$ cat src/rtl/regfile_pkg.sv
// Shared register-file types and defaults for the writeback path and register_file.
// Also holds the writeback requester numbering.
package regfile_pkg;

  localparam int DATA_WIDTH = 32;
  localparam int ADDR_WIDTH = 5;
  localparam int NUM_REQ    = 3;

  typedef logic [ADDR_WIDTH-1:0] reg_idx_t;
  typedef logic [DATA_WIDTH-1:0] reg_data_t;

  localparam reg_idx_t ZERO_REG = '0;

  typedef enum logic [1:0] {
    WB_ALU = 2'd0,
    WB_LSU = 2'd1,
    WB_CSR = 2'd2
  } wb_src_e;

  // Width of an index into n requesters; never zero so a 1-bit pointer still exists.
  function automatic int ptr_width(input int n);
    return (n > 1) ? $clog2(n) : 1;
  endfunction

endpackage

$ cat src/rtl/regfile_write_arbiter_rr_arbiter.sv
// Combinational round-robin picker: the first requester after 'pointer' (wrapping)
// wins; 'enable' low suppresses every grant.
module rr_arbiter #(
  parameter int N  = 3,
  parameter int PW = 2
) (
  input  logic [N-1:0]  req,
  input  logic          enable,
  input  logic [PW-1:0] pointer,
  output logic [N-1:0]  grant,
  output logic [PW-1:0] grant_idx,
  output logic          grant_any
);

  logic [PW-1:0] idx;

  always_comb begin
    grant     = '0;
    grant_idx = '0;
    grant_any = 1'b0;
    idx       = '0;
    for (int k = 1; k <= N; k++) begin
      idx = PW'((32'(pointer) + k) % N);
      if (enable && !grant_any && req[idx]) begin
        grant[idx] = 1'b1;
        grant_idx  = idx;
        grant_any  = 1'b1;
      end
    end
  end

endmodule

$ cat src/rtl/regfile_write_arbiter.sv
// Round-robin share of the register-file write port among NUM_REQ writeback sources,
// with one registered output stage that also feeds operand forwarding.
module regfile_write_arbiter
  import regfile_pkg::*;
#(
  parameter int DATA_WIDTH = regfile_pkg::DATA_WIDTH,
  parameter int ADDR_WIDTH = regfile_pkg::ADDR_WIDTH,
  parameter int NUM_REQ    = regfile_pkg::NUM_REQ
) (
  input  logic                          clock,
  input  logic                          reset,
  input  logic                          hold,
  input  logic [NUM_REQ-1:0]            req_valid,
  input  logic [NUM_REQ*ADDR_WIDTH-1:0] req_rd,
  input  logic [NUM_REQ*DATA_WIDTH-1:0] req_data,
  output logic [NUM_REQ-1:0]            req_ready,
  output logic                          write_enable,
  output logic [ADDR_WIDTH-1:0]         rd,
  output logic [DATA_WIDTH-1:0]         reg_data_in,
  output logic                          fwd_valid,
  output logic [ADDR_WIDTH-1:0]         fwd_rd,
  output logic [DATA_WIDTH-1:0]         fwd_data
);

  localparam int PW = ptr_width(NUM_REQ);

  logic [NUM_REQ-1:0]    grant;
  logic [PW-1:0]         grant_idx;
  logic                  grant_any;
  logic [PW-1:0]         last_grant;
  logic [ADDR_WIDTH-1:0] sel_rd;
  logic [DATA_WIDTH-1:0] sel_data;

  // Grants are gated by reset too, so no source retires while the stage is held clear.
  rr_arbiter #(
    .N  (NUM_REQ),
    .PW (PW)
  ) u_rr_arbiter (
    .req       (req_valid),
    .enable    (!hold && reset),
    .pointer   (last_grant),
    .grant     (grant),
    .grant_idx (grant_idx),
    .grant_any (grant_any)
  );

  assign req_ready = grant;

  always_comb begin
    sel_rd   = '0;
    sel_data = '0;
    for (int i = 0; i < NUM_REQ; i++) begin
      if (grant[i]) begin
        sel_rd   = req_rd[i*ADDR_WIDTH +: ADDR_WIDTH];
        sel_data = req_data[i*DATA_WIDTH +: DATA_WIDTH];
      end
    end
  end

  // x0 writes retire the source and advance the pointer but never strobe the file.
  always_ff @(posedge clock or negedge reset) begin
    if (!reset) begin
      write_enable <= 1'b0;
      rd           <= '0;
      reg_data_in  <= '0;
      last_grant   <= PW'(NUM_REQ - 1);
    end else if (grant_any) begin
      write_enable <= (sel_rd != ADDR_WIDTH'(ZERO_REG));
      rd           <= sel_rd;
      reg_data_in  <= sel_data;
      last_grant   <= grant_idx;
    end else begin
      write_enable <= 1'b0;
    end
  end

  assign fwd_valid = write_enable;
  assign fwd_rd    = rd;
  assign fwd_data  = reg_data_in;

endmodule

$ cat config.mk
export PLATFORM = sky130hd
export DESIGN_NAME = regfile_write_arbiter
export DESIGN_NICKNAME = d
export VERILOG_FILES = /design/src/rtl/regfile_pkg.sv /design/src/rtl/regfile_write_arbiter_rr_arbiter.sv /design/src/rtl/regfile_write_arbiter.sv
export SDC_FILE = /design/constraint.sdc
export NUM_CORES = 1
export LEC_CHECK = 0
export CAP_MARGIN = 15
export CORE_MARGIN = 5
export CORE_UTILIZATION = 53
export DETAILED_ROUTE_END_ITERATION = 10
export DONT_BUFFER_PORTS = 1
export PLACE_DENSITY = 0.71
export SLEW_MARGIN = 20
export SYNTH_ARGS = -nofsm -noshare
export SYNTH_HDL_FRONTEND = slang
export SYNTH_SLANG_ARGS = --single-unit
$ cat constraint.sdc
create_clock -name clock -period 2.55 [get_ports clock]
set_input_delay 0.1275 -clock clock [delete_from_list [all_inputs] [get_ports clock]]
set_output_delay 0.1275 -clock clock [all_outputs]
set_load 0.02 [all_outputs]
After elaboration in Yosys (flattened, before gate mapping)

Index checks and enable logic that the tools add are counted.

Bits in registers: 40
Bits of input ports: 117
Output and inout port bits: 79
Logic and storage cells: 59

Add/sub/neg operators: 3
Divide/modulo/power cells: 3
Magnitude comparators: 6
Muxes and demuxes: 28
Bitwise gates (word level): 2
Reduce and logical (&&, ||, !) cells: 13

Operators with widths:

| operator              | count |
|---|---|
| $mod 32x2->32 const B | 3 |
| $mux 32               | 3 |
| $mux 5                | 3 |
| $mux 1                | 10 |
| $logic_and 1x1->1     | 9 |
| $lt 2x3->1 const B    | 3 |
| $mux 3                | 3 |
| $add 2x2->3 const B   | 2 |
| $bmux 1 s2            | 3 |
| $demux 1 s2           | 3 |
| $ge 2x1->1 const B    | 3 |
| $mux 2                | 3 |
| $or 3x3->3            | 2 |
| $reduce_bool 5->1     | 1 |
| $add 2x1->3 const B   | 1 |
| $logic_not 1->1       | 3 |

Longest topological paths before layout

Word-level depth: 19
Gate-level depth with buffers: 12

Cells and area by module

Synthesis repeated with hierarchy kept, for this count alone.

Cell total of the unflattened synthesis: 295
Area total of the unflattened synthesis: 2,793.9 um^2

By module, submodules not included:

| module                | instances | cells each | area each (um^2) | seq. area each (um^2) |
|---|---|---|---|---|
| regfile_write_arbiter | 1         | 256        | 2,488.6          | 1,002.2 |
| rr_arbiter            | 1         | 39         | 305.3            | 0.0 |

Least setup slack after synthesis

No wires, ideal clock.

Path type: register -> register
From: register last_grant[1]
To: register reg_data_in[1] (netlist: fwd_data[1])
Data arrival time: 2.130 ns
Data required time: 2.422 ns
Setup slack: 0.292 ns
Cell stages (with the launch flop): 12
Period minus slack after synthesis: 2.258 ns
Path through: dfstp_2 -> ha_1 -> buf_6 -> mux2i_4 -> o2bb2ai_2 -> a31o_1 -> o21ai_2 -> inv_2 -> buf_6 -> and3_4 -> a21oi_2 -> o21ai_1

Cells in the longest elaborated chain, start to end: 17
Elaborated cells between the ends (all ways): 45
Those cells by class: 3 x add/sub; 3 x div; 6 x order compare; 21 x mux; 2 x bitwise; 10 x reduce/logical

Ends and longest elaborated chain:

| item                                                                   | RTL line                               | RTL |
|---|---|---|
| start, declared                                                        | regfile_write_arbiter.sv:30            | `logic [PW-1:0] last_grant;` |
| start signal, assigned                                                 | regfile_write_arbiter.sv:66            | `last_grant <= PW'(NUM_REQ - 1);` |
| start signal, assigned                                                 | regfile_write_arbiter.sv:71            | `last_grant <= grant_idx;` |
| parallel branches: the longest is 13 deep, another holds $mod 32x2->32 | n/a                                    |  |
| $mux 3 (*)                                                             | regfile_write_arbiter_rr_arbiter.sv:24 | `if (enable && !grant_any && req[idx]) begin` |
| net req_ready[0]                                                       | regfile_write_arbiter.sv:16            | `output logic [NUM_REQ-1:0] req_ready,` |
| $mux 32 (*) (3 in a row)                                               | regfile_write_arbiter.sv:53            | `if (grant[i]) begin` |
| end signal, assigned                                                   | regfile_write_arbiter.sv:70            | `reg_data_in <= sel_data;` |
| end, declared                                                          | regfile_write_arbiter.sv:19            | `output logic [DATA_WIDTH-1:0] reg_data_in,` |

Mark *: on every way through the listed nets, which the timed path passes. The select of a mux whose other input is x is not followed.
A chain may end at the register's enable or synchronous reset.

Worst setup path after layout

From: register last_grant[1]
To: register write_enable (netlist: fwd_valid)

Cells in the longest elaborated chain, start to end: 19
Elaborated cells between the ends (all ways): 47
Those cells by class: 3 x add/sub; 3 x div; 6 x order compare; 22 x mux; 2 x bitwise; 11 x reduce/logical

Ends and longest elaborated chain:

| item                                                                   | RTL line                    | RTL |
|---|---|---|
| parallel branches: the longest is 18 deep, another holds $mod 32x2->32 | n/a                         |  |
| $mux 1 (*)                                                             | regfile_write_arbiter.sv:67 | `end else if (grant_any) begin` |
| end signal, assigned                                                   | regfile_write_arbiter.sv:68 | `write_enable <= (sel_rd != ADDR_WIDTH'(ZERO_REG));` |
| end, declared                                                          | regfile_write_arbiter.sv:17 | `output logic write_enable,` |

Mark *: on every way between the ends. The select of a mux whose other input is x is not followed.

==> impl_metrics.json <==
{
  "status": "completed",
  "setup_ws_ns": 0.1188,
  "slew_headroom_pct": 69.75,
  "synth-seq-cells": 40,
  "insertion_delay_ns": 0.28,
  "cp.arrival_ns": 2.59,
  "pwr_density_cell_nw_per_um2": 1539,
  "grtUsageTotal_pct": 21.48,
  "drt_first_pass_iters": 6,
  "area_growth_pct": 4.502,
  "hp-class": "input port to register",
  "post_drt_wl_per_cell_um": 21.91,
  "num_antenna_cells": 0,
  "grt_pass1_vias": 2373,
  "cts_tree": "built",
  "route.detailed.drc": 0,
  "fin_nets": 409,
  "dp_hpwl_um": 5475,
  "finClkSkew_ns": 0.001922,
  "gp_congestion": 0.8104,
  "yosys_most_used_dff": "dfrtp_1",
  "cts_buffer_depth": 2,
  "peakVddDrop_mv": 0.6996,
  "busiest_layer": "met2",
  "synthTopCellsByArea": "dfrtp_1 (34%), buf_4 (11%), a21oi_2 (9.1%)",
  "yosys_warnings": 0,
  "pre_cts_ws_ns": -0.04556,
  "synth_cell_types": 40,
  "drtAntennaViolNets": 0,
  "grt_use_met3_pct": 6.417,
  "crit_path_start_kind": "register",
  "drv_slew": 0,
  "worst_slew_pin_slew_ns": 0.4537,
  "cts.sink_count": 40,
  "yosysSeqAreaShare_pct": 34.68,
  "grt_max_degree": 41,
  "critPathRequiredTime_ns": 2.71,
  "met2_usage_pct": 36.80,
  "crit_path_end_kind": "register",
  "synth_fp_nets": 430,
  "grt_pass1_wl_um": 12320,
  "path_max_fanout": 22,
  "fp.dieW_um": 83.85,
  "syn_inst": 309,
  "drive_gt1_share_pct": 26.39,
  "core_area_um2": 5205,
  "antenna_found_initial": 0,
  "path_clk_slew_ns": 0.07,
  "fin_crit_ns": 2.431,
  "drt_iter0_markers": 107,
  "cap_violations": 0,
  "max_freq_mhz": 411.3,
  "ys_async_sr_fraction_pct": 100.0,
  "rows": 26,
  "htreeDepth": 2,
  "viasPerCell": 6.458,
  "synthesis.area_um2": 2890,
  "synth_edf_count": 0,
  "route.vias.total": 2312,
  "wl_um": 7842,
  "final_cell_area_um2": 3020,
  "path_class": "register to register",
  "cts-root-buf": "clkbuf_8",
  "yosysTopAreaCellShare_pct": 33.77,
  "die_area_um2": 7030,
  "met1_usage_pct": 26.29,
  "postSynthAreaPerCell_um2": 9.354,
  "ioPinCount": 196,
  "initial_utilization_pct": 55.53,
  "yosysTopAreaCell": "dfrtp_1",
  "die_y_um": 83.85,
  "placed_area_um2": 2644,
  "io_buffers": 0,
  "leakage_nw": 1.256,
  "fin_setup_tns_ns": 0,
  "gr-total-overflow": 0,
  "setup-violations-final": 0,
  "hold_viol": 0,
  "numCtsBuffers": 5,
  "post-route-period-util_pct": 95.34
}
## worst paths after layout
| check | startpoint | cells past startpoint | slack, ns | endpoint |
|---|---|---|---|---|
| worst max-delay path | last_grant[1] | 11 | 0.12 | fwd_valid |
| worst min-delay path | req_data[88] | 2 | 0.006 | fwd_data[24] |
| worst max register to register | last_grant[1] | 11 | 0.12 | fwd_valid |
| worst min register to register | last_grant[1] | 2 | 0.61 | last_grant[1] |
| max in group asynchronous | reset | 2 | 1.96 | last_grant[1] |
| min in group asynchronous | reset | 2 | 0.33 | fwd_data[1] |
## synth_stat cells, types with 2 or more instances
library cell,n
buf_4,43
dfrtp_1,39
o21ai_1,38
a22oi_1,33
a21oi_2,30
and3_1,20
nand2_1,16
and3_4,12
a21oi_1,7
buf_2,7
nor2b_1,7
buf_6,6
nor2_1,5
o21ai_0,5
clkbuf_1,4
ha_1,4
inv_1,3
mux2i_1,3
nand2b_1,3
a22o_1,2
inv_2,2
nand3b_1,2
## per-stage QoR
step	hold WS (ns)	cells	total power [mW]	utilization (%)
after CTS	0.0002476	348	4.548	55.07
after floorplan	-0.1681	309	4.165	-
final	0.005741	358	4.649	58.03
after global routing	0.0006697	358	4.997	58.03
after global placement	-0.1670	329	4.019	50.79
after detailed placement	-0.1669	329	4.104	50.79
## metal layers
metal  wire length, µm  vias to the layer above
li1                  -                     1038
met1              3215                     1138
met2              3985                      128
met3               548                        8
met4                93                        0
met5                 0                        -
## flip-flops by register name, indices dropped and copies added (netlist names)
signal	count
fwd_data	32
fwd_rd	5
fwd_valid	1
last_grant	2
## cell families after synthesis
family / count (synthesis) / share of synthesized area [%]
adders and majority gates: 4 / 1.732
buffers and inverters: 67 / 16.19
and+or+nand+nor: 70 / 15.71
AOI/OAI and AO/OA: 124 / 29.87
DFF: 40 / 34.68
muxes: 4 / 1.818
## what timing repair did
item	in CTS	in global routing
hold buffers	12	9
setup endpoints to repair	3	38
resized for setup	4	12
pin swaps	0	3
endpoints found under the hold margin	49	7
setup buffers	0	1
## layout by cell type, fill, tap and decap left out, types with 2 or more instances in the layout
| master | synthesis | routed |
|---|---|---|
| nor2_1 | 5 | 4 |
| and3_4 | 12 | 12 |
| o21ai_0 | 5 | 5 |
| inv_1 | 3 | 3 |
| nand3b_1 | 2 | 2 |
| clkbuf_8 | 0 | 5 |
| mux2i_1 | 3 | 2 |
| nand2_1 | 16 | 16 |
| dfrtp_1 | 39 | 39 |
| nand2b_1 | 3 | 3 |
| a21oi_1 | 7 | 7 |
| ha_4 | 0 | 2 |
| and3_1 | 20 | 20 |
| o21ai_1 | 38 | 37 |
| buf_4 | 43 | 8 |
| a22o_1 | 2 | 2 |
| a22oi_1 | 33 | 33 |
| clkinv_2 | 1 | 2 |
| buf_12 | 0 | 4 |
| dlygate4sd3_1 | 0 | 20 |
| nor2b_1 | 7 | 7 |
| a21oi_2 | 30 | 30 |
## critical path, cell delays in order (launching register included)
cell	delay, ns
dfstp_2	0.58
inv_1	0.09
ha_4	0.20
mux2i_2	0.24
o21ai_2	0.11
o31a_1	0.30
buf_4	0.17
buf_12	0.15
nand2_1	0.07
o21ai_1	0.07
a22oi_1	0.20
nand4_1	0.11
## power by group
part           internal [mW]  switching [mW]  total [mW]
clock                  0.186           0.206       0.392
combinational           1.02            1.14        2.15
sequential             0.968            1.14        2.10
total                   2.17            2.48        4.65
## cell type report
cell class,instances,area [µm²]
Clock inverter,1,5.005
Timing Repair Buffer,33,351.6
Inverter,6,31.28
Multi-Input combinational cell,202,1470
Fill cell,469,2185
Tap cell,70,87.58
Sequential cell,40,1002
Clock buffer,6,72.57
(Power assumes the default switching activity.)
